==> src/rtl/store_buffer.sv <==
// In-order store buffer between the MEM-stage store path and the data memory.
// Drains one entry per cycle and forwards word data (or stalls) for loads that hit.
module store_buffer #(
  parameter int unsigned DEPTH = 4,
  parameter int unsigned PTR_W = 2
) (
  input  logic             clk,
  input  logic             reset,
  input  logic             st_valid,
  output logic             st_ready,
  input  logic [31:0]      st_pc,
  input  logic [31:0]      st_addr,
  input  logic [31:0]      st_data,
  input  logic             st_byte,
  input  logic             drain_hold,
  output logic             dm_we,
  output logic [31:0]      dm_pc,
  output logic [31:0]      dm_addr,
  output logic [31:0]      dm_wd,
  output logic [1:0]       dm_op,
  input  logic             ld_valid,
  input  logic [31:0]      ld_addr,
  output logic             ld_hit,
  output logic [31:0]      ld_data,
  output logic             ld_stall,
  output logic [PTR_W:0]   count,
  output logic             empty
);

  logic [31:0] pc_q   [DEPTH];
  logic [31:0] addr_q [DEPTH];
  logic [31:0] data_q [DEPTH];
  logic        byte_q [DEPTH];

  logic [PTR_W-1:0] wr_ptr, rd_ptr;
  logic             push, pop;

  assign empty    = (count == '0);
  assign st_ready = (count != (PTR_W+1)'(DEPTH));
  assign push     = st_valid && st_ready;
  assign pop      = !empty && !drain_hold;

  always_ff @(posedge clk or negedge reset) begin
    if (!reset) begin
      wr_ptr <= '0;
      rd_ptr <= '0;
      count  <= '0;
    end else begin
      if (push) wr_ptr <= wr_ptr + 1'b1;
      if (pop)  rd_ptr <= rd_ptr + 1'b1;
      if (push && !pop)      count <= count + 1'b1;
      else if (!push && pop) count <= count - 1'b1;
    end
  end

  // Entry payload needs no reset; validity is tracked by count alone.
  always_ff @(posedge clk) begin
    if (push) begin
      pc_q[wr_ptr]   <= st_pc;
      addr_q[wr_ptr] <= st_addr;
      data_q[wr_ptr] <= st_data;
      byte_q[wr_ptr] <= st_byte;
    end
  end

  always_comb begin
    dm_we   = pop;
    dm_pc   = '0;
    dm_addr = '0;
    dm_wd   = '0;
    dm_op   = '0;
    if (!empty) begin
      dm_pc   = pc_q[rd_ptr];
      dm_addr = addr_q[rd_ptr];
      dm_wd   = data_q[rd_ptr];
      dm_op   = {1'b0, byte_q[rd_ptr]};
    end
  end

  // Walk oldest to youngest so the last match found is the youngest.
  logic             match;
  logic [PTR_W-1:0] match_idx;
  logic [PTR_W-1:0] idx;

  always_comb begin
    match     = 1'b0;
    match_idx = '0;
    idx       = '0;
    for (int unsigned i = 0; i < DEPTH; i++) begin
      idx = rd_ptr + PTR_W'(i);
      if ((PTR_W+1)'(i) < count && addr_q[idx][31:2] == ld_addr[31:2]) begin
        match     = 1'b1;
        match_idx = idx;
      end
    end
  end

  always_comb begin
    ld_hit   = 1'b0;
    ld_stall = 1'b0;
    ld_data  = '0;
    if (ld_valid && match) begin
      if (byte_q[match_idx]) begin
        ld_stall = 1'b1;
      end else begin
        ld_hit  = 1'b1;
        ld_data = data_q[match_idx];
      end
    end
  end

endmodule

==> config.mk <==
export PLATFORM = sky130hd
export DESIGN_NAME = store_buffer
export DESIGN_NICKNAME = d
export VERILOG_FILES = /design/src/rtl/store_buffer.sv
export SDC_FILE = /design/constraint.sdc
export NUM_CORES = 1
export LEC_CHECK = 0
export CAP_MARGIN = 0
export CORE_MARGIN = 1.5
export CORE_UTILIZATION = 45
export DETAILED_ROUTE_END_ITERATION = 8
export PLACE_DENSITY = 0.69
export RECOVER_POWER = 50
export REMOVE_ABC_BUFFERS = 1
export SLEW_MARGIN = 20
export SYNTH_ARGS = -nofsm -noshare
export SYNTH_HDL_FRONTEND = slang
export SYNTH_SLANG_ARGS = --single-unit
==> constraint.sdc <==
create_clock -name clk -period 9.3 [get_ports clk]
set_input_delay 0.93 -clock clk [delete_from_list [all_inputs] [get_ports clk]]
set_output_delay 0.93 -clock clk [all_outputs]
set_load 0.05 [all_outputs]
==> results of run 1 <==
critical path: cells and delay by family (launching register included):
family          cells  cell delay, ps
flops               1            1010
xor+xnor            1             210
mux                 1             400
compound gates      4            1460
simple gates        4            1410
buf+inv             4            2250
stage by stage:
stage               setup WS (ps)  TNS (ps)  hold WS [ps]  instances
floorplan                  -12010   -576620           580       1434
global placement             1740         0           597       2411
detailed placement           1650         0           617       2411
CTS                           989         0           599       2491
global route                  645         0           673       2498
finish                       1010         0           625       2502
flip-flops by register name (all words and copies together) (netlist names):
signal  flops
addr_q    128
byte_q      4
count       3
data_q    128
pc_q      128
rd_ptr      2
wr_ptr      2
worst max path at each step:
stage / to / slack, ps / cells after the start
after floorplan: ld_data[30] / -12010 / 10
after global placement: ld_data[3] / 1740 / 14
after detailed placement: ld_data[31] / 1650 / 14
after CTS: ld_data[31] / 990 / 14
after global routing: ld_data[5] / 640 / 13
final: ld_data[31] / 1010 / 14
layout make-up:
cell class	instances	area, um^2
sequential	395	11800
inverter	27	103
fill	4096	22700
clock buffer	45	1100
antenna	11	27.5
clock inverter	35	364
timing repair buffer	305	2980
tap	672	841
multi-input combinational	1012	10200
kinds of logic after synthesis:
logic type	synth area share, %
AO/OA/AOI/OAI	14.0
XOR/XNOR	4.06
other	0.0164
buffers and inverters	3.79
AND/OR/NAND/NOR	6.19
flip-flops	51.7
multiplexers	19.7
adder cells (fa/ha/maj)	0.492
Yosys cell counts (13+ instances only):
| library cell | instances |
|---|---|
| o32ai_2 | 15 |
| o32ai_1 | 14 |
| xor2_1 | 23 |
| buf_1 | 17 |
| xnor2_1 | 83 |
| o221a_2 | 66 |
| mux2_2 | 16 |
| buf_6 | 13 |
| o21ai_0 | 39 |
| clkbuf_1 | 86 |
| edfxtp_1 | 388 |
| mux2i_1 | 154 |
| o221ai_1 | 69 |
| mux4_2 | 124 |
| inv_1 | 27 |
| nand2_1 | 48 |
| a221o_1 | 23 |
| nand4_1 | 19 |
| buf_2 | 26 |
| nor2_1 | 19 |
| nor2b_1 | 94 |
metal layers:
layer	vias up	track usage [%]	part of all wire (%)
li1	6999	-	-
met1	8014	32.7	41
met2	556	40.4	49
met3	137	5.04	6.9
met4	20	9.21	3.1
met5	-	0	0.19
power groups by stage:
stage	sequential (mW)	clock, mW	combinational, mW
2_1_floorplan	2.94	0	4.16
3_3_place_gp	2.64	0	5.35
3_5_place_dp	2.67	0	5.37
4_1_cts	2.64	1.78	5.40
5_1_grt	2.69	1.85	5.65
6_report	2.65	1.75	5.36
==> summary.txt, run 1 <==
Status
  – Status: complete, but fails checks
  – Failing checks: max-capacitance violations, max-slew violations

Synthesis
  – Post-synth EDFFs: 388
  – Syn_area_per_cell: 14.4 um^2
  – Synth Cell Area: 0.0229 mm^2
  – Leading area contributor after synthesis: edfxtp_1
  – Primary FF master, synth: edfxtp_1
  – Post-Syn Instances: 1588
  – Synth top area share: 50.9%
  – Post-synth cell types: 74
  – Synth warnings: 0
  – Sequential share of the synthesized area: 51.7%
  – Yosys reg bits: 395
  – Async set-reset flop share out of synthesis: around 1.8%
  – Synth area leaders: edfxtp_1 51%, mux4_2 12%, mux2i_1 6.7%, o221a_2 3.2%, xnor2_1 3.2%

Clock network
  – TritonCTS Sinks: 395
  – Cts hold-fix bufs: 0
  – Clk root buf: clkbuf_16
  – Clock Path Buffers: 3
  – TritonCTS clock tree: yes
  – H-Tree Depth: 2
  – Post-cts sizing count: 0
  – CTS buffer count: 44
  – Post-CTS Setup Inserts: 0
  – Worst-path clk slew: 60 ps
  – Worst skew pair latency: about 590 ps

Routing
  – Via/cell ratio: between 6 and 7
  – DRT Pass-1 Iters: 5
  – Final Routed Wirelength: 65.1 mm
  – DR DRC count: 0
  – Via count: 15700
  – Avg WL per Cell: about 26 um
  – Post-route ant nets: 0
  – DR iter-0 viols: 1207

Floorplanning
  – Die boundary width: 228 um
  – Die area: around 0.052 mm^2
  – Die Height: 228 um
  – Core Box Area: 0.0502 mm^2
  – FP Rows: 82
  – Starting Density: 45.6%
  – I/O pins: ~270

Final layout
  – Final Util: a little over half
  – Commonest non-fill, non-tap cells in the layout: 388 x edfxtp_1, 170 x clkdlybuf4s50_1, 154 x mux2i_1, 124 x mux4_2, 98 x dlygate4sd3_1
  – Final instance area: 0.0275 mm^2
  – Area Growth Syn to Fin: 20.1%
  – Share of layout cells above drive strength 1: a little under a fifth
  – Commonest non-fill, non-tap cell in the layout: edfxtp_1
  – # nets final: 1928

Worst setup path
  – Most used cell, CP: buf_4
  – Max incr delay on CP: just over 1000 ps
  – Worst Setup SP: rd_ptr[1]$_DFFE_PN0P_
  – Launching point of the worst reg2reg path: count[0]$_DFFE_PN0P_
  – Flop2flop setup slack: 5050 ps
  – Maximum fanout along the worst path: 60
  – R2r endpoint: pc_q[2][5]$_DFFE_PP_
  – Worst R2R Path Depth: 5
  – Startpoint Class: flop
  – Crit Path Category: flop to output port
  – CP Data Arrival Time: about 7400 ps
  – Slowest cell on crit path: dfrtp_4
  – WP data required: 8370 ps
  – Crit-path cells: buf_4 > buf_4 > mux4_2 > xnor2_1 > nand2_1 > nor2_1 > nand3_1 > o21a_1 > o311ai_0 > a22oi_1 > or2_1 > buf_4 > o32ai_1 > clkdlybuf4s50_1
  – Worst Setup End Kind: output port

Timing
  – RSZ-0062 raised after global routing: no
  – Crit path time final: 8290 ps
  – Achievable Freq: 121 MHz
  – Worst Max-Slew Pin Slew: 2430 ps
  – Slew margin rel.: -62.1%
  – Clk_skew: about 20 ps
  – Period Utilization, post-route: between 80% and 90%
  – Final setup fails: 0
  – Slew Viols, Final: 114
  – Hold Vio Cnt, Final: 0

Pwr
  – Psw: 4.24 mW
  – Clock Power Share: 17.9%
  – Pwr dens: 355 mW/mm^2
  – Sw Ratio: 43.5%
  – Total power: 9.75 mW
  – Peak supply drop: 0.231 mV
  – Pint: 5.51 mW
  – Cell leakage power: 9.03 nW
  – Sequential share of power: 27.1%
  – Gate power share: 54.9%

Place
  – GP Congestion: approximately 0.96
  – HPWL after detailed placement: about 43 mm
  – DP Area: 0.0260 mm^2
  – I/O Buffers: 268

Global routing
  – Vias in the first global route: 15700
  – Remaining Overflow, GRT: 0
  – First-pass GRT wire length: 98.4 mm
  – Pin count of the biggest net entering global routing: 74
  – Antenna violations before repair: 23
  – GRT Total Usage: 24.7%

Hold path
  – Hold Path Cell Cnt: 2
  – Hold Path End: count[1]$_DFFE_PN0P_
  – HP Class: flop to flop
  – Hold_sp: count[1]$_DFFE_PN0P_

Job
  – Max cap viols: 3
(Power assumes the default switching activity.)
==> inputs of run 2 (changes only) <==
--- a/config.mk
+++ b/config.mk
@@ -16,3 +16,4 @@
 export SYNTH_ARGS = -nofsm -noshare
 export SYNTH_HDL_FRONTEND = slang
 export SYNTH_SLANG_ARGS = --single-unit
+export TNS_END_PERCENT = 5
==> results of run 2 <==
No change in the layout: final DEF, timing and power equal those of run 1.
